**src/rtl/vshift_sequencer_pkg.sv**
```systemverilog
// Shared vector definitions: vsew codes, chunk size, sequencer states.
// Also hosts the scalar splat helper used at instruction accept.
package vshift_sequencer_pkg;

  localparam int CHUNK_W     = 128;
  localparam int CHUNK_BYTES = 16;

  localparam logic [2:0] VSEW_8  = 3'b000;
  localparam logic [2:0] VSEW_16 = 3'b001;
  localparam logic [2:0] VSEW_32 = 3'b010;
  localparam logic [2:0] VSEW_64 = 3'b011;

  typedef enum logic [1:0] {
    ST_IDLE  = 2'd0,
    ST_RUN   = 2'd1,
    ST_DRAIN = 2'd2,
    ST_DONE  = 2'd3
  } state_t;

  typedef struct packed {
    logic [CHUNK_W-1:0] a;
    logic [CHUNK_W-1:0] b;
  } opnd_t;

  // Low SEW bits of the scalar replicated across one chunk.
  function automatic logic [CHUNK_W-1:0] splat(
    input logic [63:0] s,
    input logic [2:0]  vsew
  );
    logic [CHUNK_W-1:0] r;
    r = '0;
    case (vsew)
      VSEW_8:  r = {16{s[7:0]}};
      VSEW_16: r = {8{s[15:0]}};
      VSEW_32: r = {4{s[31:0]}};
      VSEW_64: r = {2{s[63:0]}};
      default: r = '0;
    endcase
    return r;
  endfunction

endpackage

```
**src/rtl/vshift_opfifo.sv**
```systemverilog
// Two-entry operand FIFO between VRF read return and the shift unit.
// Ports: push_i/data_i in, pop_i/data_o out, count_o occupancy (0..2).
module vshift_opfifo #(
  parameter int W = 256
) (
  input  logic         clk_i,
  input  logic         rstn_i,
  input  logic         push_i,
  input  logic [W-1:0] data_i,
  input  logic         pop_i,
  output logic [W-1:0] data_o,
  output logic [1:0]   count_o
);

  logic [W-1:0] mem [2];
  logic         wp;
  logic         rp;
  logic [1:0]   cnt;

  always_ff @(posedge clk_i or negedge rstn_i) begin
    if (!rstn_i) begin
      mem[0] <= '0;
      mem[1] <= '0;
      wp     <= 1'b0;
      rp     <= 1'b0;
      cnt    <= 2'd0;
    end else begin
      if (push_i) begin
        mem[wp] <= data_i;
        wp      <= ~wp;
      end
      if (pop_i) rp <= ~rp;
      unique case ({push_i, pop_i})
        2'b10:   cnt <= cnt + 2'd1;
        2'b01:   cnt <= cnt - 2'd1;
        default: cnt <= cnt;
      endcase
    end
  end

  assign data_o  = mem[rp];
  assign count_o = cnt;

endmodule

```
**src/rtl/vshift_sequencer.sv**
```systemverilog
// Sequences one vector shift over VLEN bits, one 128-bit chunk per step.
// Ports: req_* instruction in, rd_* VRF reads, sh_* shift unit, wb_* writeback.
module vshift_sequencer
  import vshift_sequencer_pkg::*;
#(
  parameter int VLEN = 1024,
  parameter int CH_W = 3,
  parameter int VL_W = 8
) (
  input  logic            clk_i,
  input  logic            rstn_i,
  input  logic            req_valid_i,
  output logic            req_ready_o,
  input  logic [2:0]      req_vsew_i,
  input  logic [VL_W-1:0] req_vl_i,
  input  logic [4:0]      req_vs2_i,
  input  logic [4:0]      req_vs1_i,
  input  logic [4:0]      req_vd_i,
  input  logic            req_scalar_en_i,
  input  logic [63:0]     req_scalar_i,
  output logic            rd_en_o,
  output logic [4:0]      rd_reg_a_o,
  output logic [4:0]      rd_reg_b_o,
  output logic [CH_W-1:0] rd_chunk_o,
  input  logic [127:0]    rd_data_a_i,
  input  logic [127:0]    rd_data_b_i,
  output logic [2:0]      sh_vsew_o,
  output logic [127:0]    sh_a_o,
  output logic [127:0]    sh_b_o,
  input  logic [127:0]    sh_s_i,
  output logic            wb_valid_o,
  input  logic            wb_ready_i,
  output logic [4:0]      wb_reg_o,
  output logic [CH_W-1:0] wb_chunk_o,
  output logic [127:0]    wb_data_o,
  output logic [15:0]     wb_be_o,
  output logic            busy_o,
  output logic            done_o,
  output logic            err_o
);

  localparam int TB_W = $clog2(VLEN/8 + 1);
  localparam int NC_W = TB_W - 3;
  localparam logic [VL_W-1:0] VLMAX8 = VL_W'(VLEN/8);

  state_t state_q;
  state_t state_d;

  logic            accept;
  logic            bad_sew;
  logic            rd_en;
  logic            rd_pending;
  logic            pop;
  logic            credit_ok;
  logic            last_issue;
  logic            fifo_nempty;
  logic [1:0]      fifo_cnt;
  opnd_t           fifo_in;
  opnd_t           fifo_out;

  logic [2:0]      vsew_q;
  logic [4:0]      vs1_q;
  logic [4:0]      vs2_q;
  logic [4:0]      vd_q;
  logic            scal_en_q;
  logic            err_q;
  logic [127:0]    splat_q;

  logic [VL_W-1:0] vlmax;
  logic [VL_W-1:0] vl_c;
  logic [TB_W-1:0] total_d;
  logic [TB_W-1:0] total_q;
  logic [TB_W-1:0] rem;
  logic [NC_W-1:0] nch_d;
  logic [NC_W-1:0] nch_q;
  logic [NC_W-1:0] issue_cnt;
  logic [CH_W-1:0] pop_cnt;
  logic [15:0]     be_d;

  assign accept  = req_valid_i && req_ready_o;
  assign bad_sew = req_vsew_i[2];

  // Work size from the incoming request.
  always_comb begin
    vlmax   = VLMAX8 >> req_vsew_i[1:0];
    vl_c    = (req_vl_i > vlmax) ? vlmax : req_vl_i;
    total_d = TB_W'({3'b000, vl_c} << req_vsew_i[1:0]);
    nch_d   = NC_W'(({1'b0, total_d}
            + (TB_W+1)'(CHUNK_BYTES-1)) >> 4);
  end

  // Tail mask for the chunk being popped.
  always_comb begin
    rem  = total_q - TB_W'({pop_cnt, 4'b0000});
    be_d = (rem >= TB_W'(CHUNK_BYTES)) ? 16'hFFFF
         : (16'h0001 << rem[3:0]) - 16'h0001;
  end

  assign fifo_nempty = fifo_cnt != 2'd0;
  assign pop         = fifo_nempty && (!wb_valid_o || wb_ready_i);
  assign last_issue  = issue_cnt == nch_q - NC_W'(1);

  // Reads in flight plus buffered must stay within the two FIFO slots.
  assign credit_ok = ({1'b0, fifo_cnt} + {2'b00, rd_pending})
                   < (3'd2 + {2'b00, pop});

  always_ff @(posedge clk_i or negedge rstn_i) begin
    if (!rstn_i) state_q <= ST_IDLE;
    else         state_q <= state_d;
  end

  always_comb begin
    state_d = state_q;
    unique case (state_q)
      ST_IDLE:
        if (accept)
          state_d = (bad_sew || req_vl_i == '0) ? ST_DONE : ST_RUN;
      ST_RUN:
        if (rd_en && last_issue) state_d = ST_DRAIN;
      ST_DRAIN:
        if (!fifo_nempty && !rd_pending && wb_valid_o && wb_ready_i)
          state_d = ST_DONE;
      ST_DONE:
        state_d = ST_IDLE;
      default:
        state_d = ST_IDLE;
    endcase
  end

  always_comb begin
    req_ready_o = 1'b0;
    busy_o      = 1'b1;
    done_o      = 1'b0;
    err_o       = 1'b0;
    rd_en       = 1'b0;
    unique case (state_q)
      ST_IDLE: begin
        req_ready_o = 1'b1;
        busy_o      = 1'b0;
      end
      ST_RUN:   rd_en = credit_ok;
      ST_DRAIN: rd_en = 1'b0;
      ST_DONE: begin
        done_o = 1'b1;
        err_o  = err_q;
      end
      default:  busy_o = 1'b1;
    endcase
  end

  always_ff @(posedge clk_i or negedge rstn_i) begin
    if (!rstn_i) begin
      vsew_q     <= '0;
      vs1_q      <= '0;
      vs2_q      <= '0;
      vd_q       <= '0;
      scal_en_q  <= 1'b0;
      err_q      <= 1'b0;
      splat_q    <= '0;
      total_q    <= '0;
      nch_q      <= '0;
      issue_cnt  <= '0;
      pop_cnt    <= '0;
      rd_pending <= 1'b0;
    end else begin
      rd_pending <= rd_en;
      if (accept) begin
        vsew_q    <= req_vsew_i;
        vs1_q     <= req_vs1_i;
        vs2_q     <= req_vs2_i;
        vd_q      <= req_vd_i;
        scal_en_q <= req_scalar_en_i;
        err_q     <= bad_sew;
        splat_q   <= splat(req_scalar_i, req_vsew_i);
        total_q   <= total_d;
        nch_q     <= nch_d;
        issue_cnt <= '0;
        pop_cnt   <= '0;
      end else begin
        if (rd_en) issue_cnt <= issue_cnt + NC_W'(1);
        if (pop)   pop_cnt   <= pop_cnt + CH_W'(1);
      end
    end
  end

  // Writeback register: reload on pop, hold while stalled.
  always_ff @(posedge clk_i or negedge rstn_i) begin
    if (!rstn_i) begin
      wb_valid_o <= 1'b0;
      wb_data_o  <= '0;
      wb_chunk_o <= '0;
      wb_be_o    <= '0;
    end else if (pop) begin
      wb_valid_o <= 1'b1;
      wb_data_o  <= sh_s_i;
      wb_chunk_o <= pop_cnt;
      wb_be_o    <= be_d;
    end else if (wb_ready_i) begin
      wb_valid_o <= 1'b0;
    end
  end

  assign fifo_in.a = rd_data_a_i;
  assign fifo_in.b = rd_data_b_i;

  vshift_opfifo #(
    .W($bits(opnd_t))
  ) u_fifo (
    .clk_i   (clk_i),
    .rstn_i  (rstn_i),
    .push_i  (rd_pending),
    .data_i  (fifo_in),
    .pop_i   (pop),
    .data_o  (fifo_out),
    .count_o (fifo_cnt)
  );

  assign rd_en_o    = rd_en;
  assign rd_reg_a_o = vs2_q;
  assign rd_reg_b_o = vs1_q;
  assign rd_chunk_o = rd_en ? issue_cnt[CH_W-1:0] : '0;

  assign sh_vsew_o = vsew_q;
  assign sh_a_o    = fifo_nempty ? fifo_out.a : '0;
  assign sh_b_o    = !fifo_nempty ? '0
                   : scal_en_q ? splat_q : fifo_out.b;
  assign wb_reg_o  = vd_q;

endmodule

```
**config.mk**
```make
export PLATFORM = sky130hd
export DESIGN_NAME = vshift_sequencer
export DESIGN_NICKNAME = d
export VERILOG_FILES = /design/src/rtl/vshift_sequencer_pkg.sv /design/src/rtl/vshift_opfifo.sv /design/src/rtl/vshift_sequencer.sv
export SDC_FILE = /design/constraint.sdc
export NUM_CORES = 1
export LEC_CHECK = 0
export ABC_AREA = 0
export ABC_CLOCK_PERIOD_IN_PS = 3600
export CAP_MARGIN = 10
export CORE_AREA = 2 2 357 359
export DETAILED_ROUTE_END_ITERATION = 10
export DIE_AREA = 0 0 359 361
export HOLD_SLACK_MARGIN = 0.02
export PLACE_DENSITY = 0.53
export SLEW_MARGIN = 15
export SYNTH_ARGS = -nofsm -noshare
export SYNTH_HDL_FRONTEND = slang
export SYNTH_SLANG_ARGS = --single-unit
```
**constraint.sdc**
```tcl
create_clock -name clk_i -period 3.6 [get_ports clk_i]
set_input_delay 0.36 -clock clk_i [delete_from_list [all_inputs] [get_ports clk_i]]
set_output_delay 0.36 -clock clk_i [all_outputs]
set_load 0.01 [all_outputs]
```
==> impl_results.md <==
* Core Rows at between 100 and 150
* Port Buf Inserts at 908
* Share of layout cells above drive strength 1 at 19.9%
* Root buffer selected by CTS: clkbuf_16
* Overflow after GRT at 0
* Post-synthesis compound-gate area fraction at around 5.8%
* H-tree level count at 3
* Clk slew on worst S/H paths at about 0.05 ns
* Yosys warnings at 0
* #FFs+latches synth at roughly 770
* # fillers at between 10000 and 15000
* Core Area at approximately 0.13 sq mm
* EDFF count, synth at 0
* Die height at 361 microns
* RSZ-0062 raised after global routing: false
* Post-DR wirelength/cell at roughly 22 microns
* Pwr Density at about 1000 mW/mm^2
* Post-DRT Antenna Nets at 0
* Die width at about 360 microns
* Final core utilization at 39.1%
* Post-DP HPWL at slightly above 90000 microns
* Max Cap Viol at 0
* Kind of end point of the critical path: output port
* Max-slew violations at 0
* Post-synthesis sequential area ratio at between 50% and 60%
* Post-synth top area share at a little under three fifths
* DR vias/cell at 4.64
* Cell Area, Synth at about 0.035 sq mm
* Skew-Pair Late Insertion Delay at ~0.7 ns
* Max clock buf depth at 3
* Xor/xnor share of the synthesized area at less than 1%
* Final #Nets at about 4400
* Arr. time, crit path at slightly above 3 ns
* Initial DRC count at approximately 1500
* Multiplexer share of the synthesized area at roughly 26%
* Cts bufs inserted at approximately 90
* CP max stage cell: clkdlybuf4s50_1
* Part of the cycle the worst path needs at 93.9%
* Register area at 0.0193 sq mm
* Synth area leaders: dfrtp_1, mux2_2, mux2i_1, nand2_1, a21oi_1
* Hold/Removal Path Class: in -> reg
* DIE AREA at roughly 0.13 sq mm
* Hold Slack at 0.147 ns
* Post-Syn Instances at ~3000
* GPL Wtd Cong at 0.842
* Worst Setup Start Kind: register
* Setup Skew at roughly 0.028 ns
* CP max stage delay at 0.59 ns
* Vias at 26100
* Synth unique cells at 53
* Total GRT Usage at a little under a fifth
* Syn_nets at about 3500
* Async SR Flop Fraction at 100%
* Design area at roughly 0.05 sq mm
* Initial antenna violation count at 39
* Top FF cell, synth: dfrtp_1
* Reg2Reg Setup Slack at 0.97 ns
* CTS sink cnt at slightly below 800
* Final hold vios at 0
* TNS Setup at 0 ns
* Largest net degree at the start of global routing at 119
* Final setup vio count at 0
* Combinational family with the most area after synthesis: multiplexers
* First-pass GRT wire length at 183000 microns
* Worst EP required at 3.24 ns
* Area leader, netlist: dfrtp_1
* Status: complete, no violations
* Vias in the first global route at roughly 27000
* Final min period at roughly 3.4 ns
* Placed cells at between 5000 and 6000
* Most frequent cells in the layout: clkdlybuf4s50_1, dfrtp_1, nand2_1, mux2_2, mux2i_1
* Post-Place Cell Area at about 0.046 sq mm
* P_leak at between 20 and 25 nW
* Crit-path cells: bufinv_8 -> buf_12 -> o21ai_0 -> a21oi_2 -> clkdlybuf4s50_1
* Mapped Avg Cell Area at around 12 sq um
* Post-synthesis simple-gate area fraction at between 8 and 9%
* Adder-cell share of the synthesized area at less than 1%
* Crit path max fanout at 70
* Residual DRC count at 0
* 1st-pass router iterations at 7
* Cell Count, Final, Fillers Out at between 5000 and 6000
* Max-Slew Margin vs Limit at about two fifths
* # IOs at between 900 and 1000
* Routed WL at approximately 130000 microns
* CTS tree: done
* Peak supply drop at between 0.5 and 0.6 mV
* Synth-to-Final Area Change at 42.2%
* Initial core utilization at ~28%
* WS Path Type: reg -> out
* Area occupied by multi-input gates at roughly 0.014 sq mm
* Max frequency at around 300 MHz
* Worst-Margin Slew at between 0.8 and 0.9 ns
* Commonest non-fill, non-tap cell in the layout: clkdlybuf4s50_1
==> area by class of cell <==
cell class,count,area share (%)
Inverter,23,0.209
Multi-Input combinational cell,1997,29.3
Tap cell,1650,4.21
Clock buffer,130,5.41
Clock inverter,37,0.938
Antenna cell,25,0.127
Timing Repair Buffer,995,20.5
Sequential cell,771,39.3
==> through the flow <==
stage | power [mW] | worst slack, ns
after global routing | 51.8 | 0.100
after CTS | 49.5 | 0.0612
final | 48.9 | 0.221
after floorplan | 27.3 | 1.30
after global placement | 39.3 | 0.546
after detailed placement | 39.5 | 0.511
==> path summary, 6_finish.rpt <==
check | cells after the start | end | start
setup / recovery | 5 | sh_b_o[68] | scal_en_q$_DFFE_PN0P_
hold / removal | 2 | total_q[1]$_DFFE_PN0P_ | req_vsew_i[1]
setup reg to reg | 6 | u_fifo.count_o[1]$_DFFE_PN0P_ | u_fifo.count_o[0]$_DFFE_PN0P_
hold reg to reg | 2 | wb_data_o[107]$_DFFE_PN0P_ | wb_data_o[107]$_DFFE_PN0P_
max in group asynchronous | 3 | wb_data_o[10]$_DFFE_PN0P_ | rstn_i
min in group asynchronous | 2 | u_fifo.mem[228]$_DFFE_PN0P_ | rstn_i
==> power by group <==
part	total (mW)	switching, mW	internal, mW
clock network	9.59	3.92	5.67
logic	23.8	11.4	12.4
registers	15.5	2.51	13.0
total	48.9	17.8	31.0
==> registers in the layout, summed over array words and instances, names as in the netlist, 2 cells and up <==
register and count:
issue_cnt 5, nch_q 5, pop_cnt 3, rd_reg_a_o 5, rd_reg_b_o 5, sh_vsew_o 3, splat_q 64, state_q 2
total_q 8, u_fifo.count_o 2, u_fifo.mem 512, wb_be_o 16, wb_chunk_o 3, wb_data_o 128, wb_reg_o 5
==> synth_stat cells (4+ instances only) <==
library cell and count:
o31ai_1 6, inv_1 20, nand3b_1 4, a22o_1 4, buf_2 52, a211oi_1 4, nand2_1 531, nand4_1 4
ha_1 18, nor2_1 187, nor3_1 4, nand2b_1 11, mux2_2 522, xor2_1 8, a21oi_1 177, o21ai_0 142
or2_2 6, buf_1 13, dfrtp_1 771, xnor2_1 12, nor2b_1 5, nand3_1 5, and2_1 4, mux2i_1 297
clkbuf_1 131, a31oi_1 5
==> critical path, delay by kind of cell, from the launching register on <==
kind	cells	cell delay (ns)
buf+inv	3	1.36
compound gates	2	0.59
flops	1	0.35
==> layer usage <==
metal	track usage, %	up-vias	routed length, microns
li1	-	12100	-
met1	24.1	13000	54300
met2	30.3	785	58900
met3	4.97	179	8180
met4	7.06	18	3680
met5	0	-	115
==> logic make-up (layout without fill, tap and decap cells) <==
group	after synthesis	after routing
DFF	771	771
xor gates and xnor gates	20	20
muxes	820	820
buffers and inverters	221	1185
and+or+nand+nor	772	773
other	0	25
adders and majority gates	19	19
AOI/OAI and AO/OA	365	365
==> what timing repair did <==
action / 4_1_cts / 5_1_grt
cloned: 1 / 0
buffers inserted: 1 / 0
pin swaps: 1 / 0
endpoints found under the hold margin: 49 / 0
endpoints found under the setup margin: 14 / 1
resized for setup: 1 / 2
hold buffers: 2 / 0
Note: power is estimated with default switching activity, not from simulation.
